--- src/rtl/multi_edge_det.sv ---
// multi_edge_det: per-channel button conditioner.
// Each channel runs its raw input through a synchroniser and then a debounce
// counter. The channel reports its debounced level, one-cycle rise and fall
// flags, and a sticky event bit. o_irq is the OR of all event bits.
module multi_edge_det #(
    parameter int CH   = 4,
    parameter int SYNC = 2,
    parameter int DEB  = 1000
) (
    input  logic          sys_clk,
    input  logic          sys_rst,
    input  logic [CH-1:0] i_btn,
    input  logic [CH-1:0] i_pos_en,
    input  logic [CH-1:0] i_neg_en,
    input  logic [CH-1:0] i_evt_clr,
    output logic [CH-1:0] o_level,
    output logic [CH-1:0] posedge_flag,
    output logic [CH-1:0] negedge_flag,
    output logic [CH-1:0] o_evt,
    output logic          o_irq
);

    localparam int CNT_W = $clog2(DEB + 1);
    localparam logic [CNT_W-1:0] CNT_TC = CNT_W'(DEB - 1);

    if (CH < 1 || CH > 32) begin : g_bad_ch
        $error("multi_edge_det: CH must be in 1..32");
    end
    if (SYNC < 2 || SYNC > 4) begin : g_bad_sync
        $error("multi_edge_det: SYNC must be in 2..4");
    end
    if (DEB < 1 || DEB > (1 << 20)) begin : g_bad_deb
        $error("multi_edge_det: DEB must be in 1..2^20");
    end

    logic [CH-1:0]    sync_q [SYNC];
    logic [CH-1:0]    synced;
    logic [CNT_W-1:0] cnt_q  [CH];
    logic [CH-1:0]    accept;
    logic [CH-1:0]    rise;
    logic [CH-1:0]    fall;
    logic [CH-1:0]    evt_set;

    assign synced = sync_q[SYNC-1];

    // Synchroniser chain: stage 0 samples the asynchronous button levels.
    always_ff @(posedge sys_clk) begin
        if (sys_rst) begin
            for (int k = 0; k < SYNC; k++) begin
                sync_q[k] <= '0;
            end
        end else begin
            sync_q[0] <= i_btn;
            for (int k = 1; k < SYNC; k++) begin
                sync_q[k] <= sync_q[k-1];
            end
        end
    end

    // A channel accepts its new level once the mismatch has been seen DEB times in a row.
    always_comb begin
        accept = '0;
        for (int i = 0; i < CH; i++) begin
            accept[i] = (synced[i] != o_level[i]) && (cnt_q[i] == CNT_TC);
        end
    end

    assign rise    = accept & synced;
    assign fall    = accept & ~synced;
    assign evt_set = (rise & i_pos_en) | (fall & i_neg_en);

    // Debounce counters: any agreement with the current level restarts qualification.
    always_ff @(posedge sys_clk) begin
        for (int i = 0; i < CH; i++) begin
            if (sys_rst) begin
                cnt_q[i] <= '0;
            end else if ((synced[i] == o_level[i]) || accept[i]) begin
                cnt_q[i] <= '0;
            end else begin
                cnt_q[i] <= cnt_q[i] + CNT_W'(1);
            end
        end
    end

    // Level, edge flags and sticky events; a new event beats a same-cycle clear.
    always_ff @(posedge sys_clk) begin
        if (sys_rst) begin
            o_level      <= '0;
            posedge_flag <= '0;
            negedge_flag <= '0;
            o_evt        <= '0;
        end else begin
            o_level      <= o_level ^ accept;
            posedge_flag <= rise;
            negedge_flag <= fall;
            o_evt        <= evt_set | (o_evt & ~i_evt_clr);
        end
    end

    assign o_irq = |o_evt;

endmodule

--- config.mk ---
export PLATFORM = sky130hd
export DESIGN_NAME = multi_edge_det
export DESIGN_NICKNAME = d
export VERILOG_FILES = /design/src/rtl/multi_edge_det.sv
export SDC_FILE = /design/constraint.sdc
export NUM_CORES = 1
export LEC_CHECK = 0
export ABC_AREA = 0
export CAP_MARGIN = 40
export CELL_PAD_IN_SITES_DETAIL_PLACEMENT = 1
export CELL_PAD_IN_SITES_GLOBAL_PLACEMENT = 1
export CORE_AREA = 2 2 79 81
export DETAILED_ROUTE_END_ITERATION = 6
export DIE_AREA = 0 0 81 83
export DONT_BUFFER_PORTS = 1
export GPL_TIMING_DRIVEN = 0
export PLACE_DENSITY_LB_ADDON = 0.1
export SETUP_SLACK_MARGIN = 0.15
export SLEW_MARGIN = 0
export SYNTH_ARGS = -nofsm -noshare
export SYNTH_HDL_FRONTEND = slang
export SYNTH_SLANG_ARGS = --single-unit
--- constraint.sdc ---
create_clock -name sys_clk -period 5.15 [get_ports sys_clk]
set_clock_uncertainty 0.05 [all_clocks]
set_input_delay 1.545 -clock sys_clk [delete_from_list [all_inputs] [get_ports sys_clk]]
set_output_delay 1.545 -clock sys_clk [all_outputs]
set_load 0.05 [all_outputs]
==> Word level (Yosys, flattened, before mapping) <==
Memories as Yosys holds them, arrays and structs flattened.
Index checks and enable logic that the tools add are counted.
{ "totals": {"regBits": 16, "mem_bits_rw": 48, "inputBits": 18, "word_cells": 88, "n_memories": 2} }
{ "memory_table": {"columns": ["memory", "words", "word_bits", "rd", "rd_clocked_by_memory_dff", "wr", "line_no", "rtl"], "rows": [
  ["cnt_q", 4, 10, 4, 0, 4, "38", "logic [CNT_W-1:0] cnt_q [CH];"],
  ["sync_q", 2, 4, 2, 0, 2, "36", "logic [CH-1:0] sync_q [SYNC];"]
]} }
{ "classes": {"addsub": 4, "n_eq_ne": 12, "mux": 37, "bitwise": 20, "reduce_logical": 9} }
{ "ops": {"columns": ["cell", "n"], "rows": [
  ["10-bit 2-to-1 mux", 8],
  ["10-bit by 1-bit adder with 10-bit output (second input constant)", 4],
  ["10-bit equality test (second input constant)", 4],
  ["1-bit 2-to-1 mux", 27],
  ["4-bit bitwise AND", 5],
  ["1-bit bitwise OR", 10],
  ["4-bit 2-to-1 mux", 2],
  ["4-bit NOT", 2],
  ["4-bit bitwise OR", 2],
  ["1-bit equality test", 4],
  ["1-bit logical AND", 4],
  ["1-bit logical OR", 4],
  ["1-bit inequality test", 4],
  ["4-bit OR reduction", 1],
  ["4-bit XOR", 1]
]} }

==> Depth between registers and ports, before layout <==
Gate-level depths: netlist (run 1).
{ "logic_depth": {"word_depth": 8, "ltp_mapped": 5, "ltp_nobuf": 5} }

==> Least setup slack after synthesis (run 1) <==
OpenSTA, ideal clock, no wires.
{ "synth_timing": {"path_type": "flip-flop to output port", "from": "reg o_evt[2]", "to": "out o_irq", "arrival_ns": 1.297, "t_required_ns": 3.555, "setup_slack_ns": 2.258, "path_stages_with_launch": 2, "n_path_buf": 0, "path_cell_list": "dfxtp_1 -> or4_1"} }
{ "synth_between": {"elab_chain_len": 1} }
{ "synth_rtl": {"columns": ["element", "line_no", "rtl"], "rows": [
  ["from (decl)", "19", "output logic [CH-1:0] o_evt,"],
  ["from (signal assigned)", "96", "o_evt <= evt_set | (o_evt & ~i_evt_clr);"],
  ["4-bit OR reduction", "100", "assign o_irq = |o_evt;"],
  ["to (decl)", "20", "output logic o_irq"]
]} }
No other way between the ends.

==> Worst setup path after layout (run 1) <==
Ends and elaborated chain as after synthesis.

==> results of run 1 <==
[power by group through the flow]
stage | sequential [W] | clock (W) | combinational (W)
finish | 0.000577 | 0.000426 | 0.0000431
global route | 0.000579 | 0.000454 | 0.0000501
CTS | 0.000577 | 0.000433 | 0.0000426
detailed placement | 0.000588 | 0 | 0.0000422
global placement | 0.000586 | 0 | 0.0000406
floorplan | 0.000583 | 0 | 0.0000345
[synthesized netlist by cell type, types with 4 or more instances]
library cell	instances	area (sq um)
edfxtp_1	40	1200
nor2_1	40	150
dfxtp_1	24	480
nand2_1	21	78.8
nand3_1	17	85.1
xnor2_1	17	149
a21oi_1	12	60.1
inv_1	11	41.3
nor3_1	11	55.1
nand2b_1	10	62.6
and3_1	9	56.3
nor2b_1	9	56.3
xor2_1	6	52.6
ha_1	4	50.1
[cell families after synthesis]
logic type,Yosys count,synth area share
AOI/OAI and AO/OA,32,0.0713
xor gates and xnor gates,23,0.0664
adders and majority gates,4,0.0165
buffers and inverters,16,0.0214
DFF,64,0.554
muxes,3,0.00990
other,1,0.00124
and+or+nand+nor,143,0.259
[final cells by class]
| type | count | share of cell area |
|---|---|---|
| Clock inverter | 4 | 0.0126 |
| Clock buffer | 12 | 0.0419 |
| Multi-Input combinational cell | 245 | 0.414 |
| Sequential cell | 64 | 0.486 |
| Tap cell | 75 | 0.0271 |
| Inverter | 11 | 0.0119 |
| Buffer | 5 | 0.00686 |
[flip-flops by register name, summed over array words and instances, names as in the netlist, named ones only]
| register | flops |
|---|---|
| cnt_q | 40 |
| o_evt | 4 |
| negedge_flag | 4 |
| posedge_flag | 4 |
| sync_q | 8 |
[worst paths after layout]
check / to / slack [ns] / cells after the start
setup reg to reg: cnt_q[0][5] / 3.25 / 4
setup / recovery: o_irq / 1.88 / 1
hold reg to reg: sync_q[0][6] / 0.39 / 1
hold / removal: sync_q[0][6] / 0.39 / 1
[through the flow]
| step | instance area, sq um | utilization | std cells | total power [W] | setup slack [ns] |
|---|---|---|---|---|---|
| 6_report | 3460 | 0.596 | 416 | 0.00105 | 1.88 |
| 5_1_grt | 3460 | 0.596 | 416 | 0.00108 | 1.84 |
| 4_1_cts | 3460 | 0.596 | 416 | 0.00105 | 1.87 |
| 3_5_place_dp | 3270 | 0.563 | 400 | 0.000630 | 2.24 |
| 3_3_place_gp | 3270 | 0.563 | 400 | 0.000627 | 2.24 |
| 2_1_floorplan | 3180 | - | 325 | 0.000618 | 2.26 |
[routing by layer]
layer,up-vias,global-route usage
met5,-,0
met4,0,0.0601
met3,10,0.0685
met2,46,0.315
met1,1047,0.274
li1,1077,-
==> flow_metrics.py, run 1 <==
metrics = {
    "synth": {
        "syn-instance-count": 286,
        "synthArstFlopShare": 0,
        "synth_area_sq_um": 3030,
        "ys_seq_area_frac": 0.554,
        "synth_flop_cell": "edfxtp_1",
        "ys_seq_elements": 64,
        "synth_edf_count": 40,
        "yosysWarningCount": 0,
        "yosysUniqueCellTypes": 50,
        "avgSynthCellArea_sq_um": 10.6,
    },
    "die": {
        "rows": 28,
        "io_pins": 35,
        "die_area_sq_um": 6720,
        "start_util": 0.522,
        "fp.dieW_um": 81,
        "die_h_um": 83,
        "core_sq_um": 5820,
    },
    "power": {
        "p_switching_w": 0.000235,
        "pwr-share-seq": 0.551,
        "power.share.switching": 0.224,
        "pwr-share-clk": 0.408,
        "powerDensity_nw_per_um2": 302,
        "intPower_w": 0.000812,
        "p_comb_frac": 0.041,
        "p_leak_nw": 1.32,
        "irDropWorstVdd_uv": 162,
    },
    "timing": {
        "worst_slew_pin_slew_ns": 0.607,
        "drv_slew": 0,
        "setup_viol": 0,
        "clock.fmax_mhz": 306,
        "holdWs_ns": 0.389,
        "setup_tns_ns": 0,
        "final.min_clock_period_ns": 3.27,
        "hold_viol": 0,
        "fin_crit_sh": 0.635,
        "slew_headroom": 0.595,
        "rsz0062_at_grt": "no",
    },
    "critical_path": {
        "critPathMaxFanout": 3,
        "cp.required_ns": 3.56,
        "crit_type": "reg -> out",
        "start_kind": "flip-flop",
        "crit_slowest_cell": "or4_1",
        "crit_arrival_ns": 1.68,
        "crit_start": "o_evt[2]",
        "path_buf_inv": 0,
        "critPathTopFamily": "simple AND/OR/NAND/NOR gates",
        "cpPeakStageDelay_ns": 0.85,
        "endpoint_kind": "output port",
        "path_cells": "or4_1",
    },
    "layout": {
        "fin_nets": 358,
        "antenna_cells_inserted": 0,
        "drive_gt1_frac": 0.0968,
        "seq_area_sq_um": 1680,
        "multi_input_area_sq_um": 1430,
        "final_cell_mix": "40 x nor2_1, 40 x edfxtp_1, 40 x conb_1",
        "syn_to_final_growth_pct": 14.1,
        "n_fill_cell": 685,
    },
    "detailed_routing": {
        "top_layer_used": "met4",
        "via_count": 2180,
        "wl_um": 6240,
        "routedWlPerCell_um": 15.0,
        "first_pass_iters": 4,
        "drc": 0,
        "viasPerCell": 5.24,
        "route.met2.wl_um": 2950,
        "met1_length_um": 2920,
        "drtIter0Drc": 69,
        "wl_met3_um": 276,
        "final_antenna_net_count": 0,
    },
    "clocking": {
        "cts.clk_slew.worst_paths_ns": 0.07,
        "cts.path.max_buffers": 2,
        "postCtsHoldBufs": 0,
        "htreeDepth": 3,
        "cts_buffers": 9,
        "cts_sinks": 64,
        "insertion_delay_ns": 0.34,
        "cts_resized": 0,
        "cts_tree": "built",
        "cts_root_buf": "clkbuf_8",
        "cts_setup_buffers": 0,
    },
    "global_routing": {
        "grt_remaining_overflow": 0,
        "grt_usage": 0.205,
        "antenna_found_initial": 0,
        "grt_pass1_wl_um": 10600,
        "grt_max_degree": 11,
        "grt_pass1_vias": 2249,
    },
    "flow_run": {
        "max-cap-violations": 0,
    },
    "min_path": {
        "holdCritStartpoint": "sync_q[0][2]",
        "hold_path_class": "reg -> reg",
    },
    "outcome": {
        "run_status": "complete, no violations",
    },
    "placed_design": {
        "hpwl_um": 4630,
        "portBuffers": 0,
        "place_congestion": 0.796,
    },
}
(Power assumes the default switching activity.)
==> run 2: changes to the inputs <==
--- a/config.mk
+++ b/config.mk
@@ -9,9 +9,9 @@
 export CAP_MARGIN = 40
 export CELL_PAD_IN_SITES_DETAIL_PLACEMENT = 1
 export CELL_PAD_IN_SITES_GLOBAL_PLACEMENT = 1
-export CORE_AREA = 2 2 79 81
+export CORE_AREA = 2 2 86 88
 export DETAILED_ROUTE_END_ITERATION = 6
-export DIE_AREA = 0 0 81 83
+export DIE_AREA = 0 0 88 90
 export DONT_BUFFER_PORTS = 1
 export GPL_TIMING_DRIVEN = 0
 export PLACE_DENSITY_LB_ADDON = 0.1
==> constraint.sdc (replaced) <==
create_clock -name sys_clk -period 2.7 [get_ports sys_clk]
set_clock_uncertainty 0.05 [all_clocks]
set_input_delay 0.81 -clock sys_clk [delete_from_list [all_inputs] [get_ports sys_clk]]
set_output_delay 0.81 -clock sys_clk [all_outputs]
set_load 0.05 [all_outputs]
==> run 2 against run 1 <==
- combinational power increased by 88%
- power rose by 87%
- register-to-register slack got worse by 2.4 ns
- utilization decreased by 9.8 points
- wire length fell by 3.0%
- largest power group unchanged
- die area rose by 18%
- clock power increased by 83%
==> flow_metrics.py, run 2 (same netlist as run 1, synthesis figures left out) <==
metrics = {
    "layout": {
        "regMostFlops": "cnt_q",
        "drive_gt1_frac": 0.103,
        "antenna_cells_inserted": 0,
        "final_cell_mix": "40 x nor2_1, 40 x edfxtp_1, 40 x conb_1",
        "n_fill_cell": 815,
        "reg.largest.list": "cnt_q (40), sync_q (8)",
        "largest_reg_flops": 40,
        "fin_nets": 358,
        "final_area_sq_um": 3490,
        "syn_to_final_growth_pct": 15.1,
    },
    "clocking": {
        "insertion_delay_ns": 0.34,
        "cts_buffers": 9,
        "cts.clk_slew.worst_paths_ns": 0.07,
        "cts_sinks": 64,
        "cts_setup_buffers": 0,
        "cts_root_buf": "clkbuf_8",
        "cts.path.max_buffers": 2,
        "postCtsHoldBufs": 0,
        "cts_tree": "built",
        "htreeDepth": 3,
    },
    "power": {
        "pwr-share-clk": 0.397,
        "irDropWorstVdd_uv": 281,
        "p_leak_nw": 1.32,
        "p_switching_w": 0.000447,
        "power_w": 0.00196,
        "p_comb_frac": 0.041,
        "power.share.switching": 0.228,
        "powerDensity_nw_per_um2": 561,
        "intPower_w": 0.00151,
        "pwr-share-seq": 0.561,
    },
    "detailed_routing": {
        "routedWlPerCell_um": 13.8,
        "via_count": 2166,
        "drtIter0Drc": 94,
        "viasPerCell": 4.92,
        "wl_um": 6050,
        "first_pass_iters": 4,
        "drc": 0,
        "final_antenna_net_count": 0,
    },
    "die": {
        "die_h_um": 90,
        "fp.dieW_um": 88,
        "die_area_sq_um": 7920,
        "core_sq_um": 7020,
        "rows": 31,
        "io_pins": 35,
        "start_util": 0.432,
    },
    "critical_path": {
        "cp.required_ns": 1.84,
        "endpoint_kind": "output port",
        "critPathMaxFanout": 3,
        "cpPeakStageDelay_ns": 0.71,
        "path_buf_inv": 0,
        "path_cells": "or4_4",
        "start_kind": "flip-flop",
        "critPathTopFamily": "simple AND/OR/NAND/NOR gates",
        "crit_type": "reg -> out",
        "crit_arrival_ns": 1.55,
        "crit_slowest_cell": "or4_4",
    },
    "global_routing": {
        "grt_max_degree": 12,
        "grt_remaining_overflow": 0,
        "grt_pass1_vias": 2284,
        "grt_usage": 0.167,
        "grt_pass1_wl_um": 10300,
        "antenna_found_initial": 0,
    },
    "timing": {
        "final.min_clock_period_ns": 2.41,
        "rsz0062_at_grt": "no",
        "slew_headroom": 0.606,
        "setup_viol": 0,
        "hold_viol": 0,
        "worst_slew_pin_slew_ns": 0.590,
        "worst_slack_ns": 0.292,
        "setup_tns_ns": 0,
        "clock.fmax_mhz": 415,
        "fin_crit_sh": 0.892,
        "drv_slew": 0,
    },
    "placed_design": {
        "place_ws_ns": 0.514,
        "place_congestion": 0.770,
        "hpwl_um": 4460,
        "place_area_sq_um": 3300,
        "portBuffers": 0,
    },
    "min_path": {
        "hold_path_class": "reg -> reg",
    },
    "flow_run": {
        "max-cap-violations": 0,
    },
    "outcome": {
        "run_status": "complete, no violations",
    },
}
run 2: repair_timing:
item / 4_1_cts / 5_1_grt
hold endpoints to repair: 0 / 0
setup endpoints to repair: 1 / 0
gates resized for setup: 1 / 0
run 2: metrics by stage:
step	std cells	util	hold WS [ns]
global placement	424	0.471	0.368
global route	440	0.498	0.414
floorplan	325	-	0.364
finish	440	0.498	0.386
CTS	440	0.498	0.391
detailed placement	424	0.471	0.375
run 2: layout make-up:
| cell class | instances | area (sq um) | share of cell area |
|---|---|---|---|
| plain buffers | 5 | 23.8 | 0.00681 |
| clock buffers | 13 | 170 | 0.0487 |
| flip-flops and latches | 64 | 1680 | 0.481 |
| clock inverters | 3 | 15.0 | 0.00430 |
| multi-input cells | 245 | 1440 | 0.412 |
| well taps | 99 | 124 | 0.0355 |
| inverters | 11 | 41.3 | 0.0118 |
run 2: power by group through the flow:
stage	clock (W)	sequential [W]	combinational (W)
2_1_floorplan	0	0.00111	0.0000658
6_report	0.000779	0.00110	0.0000812
5_1_grt	0.000840	0.00110	0.0000937
3_3_place_gp	0	0.00112	0.0000782
3_5_place_dp	0	0.00112	0.0000800
4_1_cts	0.000801	0.00110	0.0000807
run 2: final timing paths:
check,from,endpoint,slack [ns],cells after the start
min reg2reg,sync_q[0][1],sync_q[0][5],0.39,1
max,o_evt[1],o_irq,0.29,1
max reg2reg,flip-flop,cnt_q[3][8],0.86,4
min,sync_q[0][1],sync_q[0][5],0.39,1
run 2: metal layers:
layer,part of all wire,wire [um],track usage,vias to the layer above
met4,0.019,116,0.0808,0
met3,0.058,354,0.0542,10
met2,0.44,2650,0.252,41
met1,0.48,2930,0.215,1034
met5,0,0,0,-
li1,-,-,-,1081
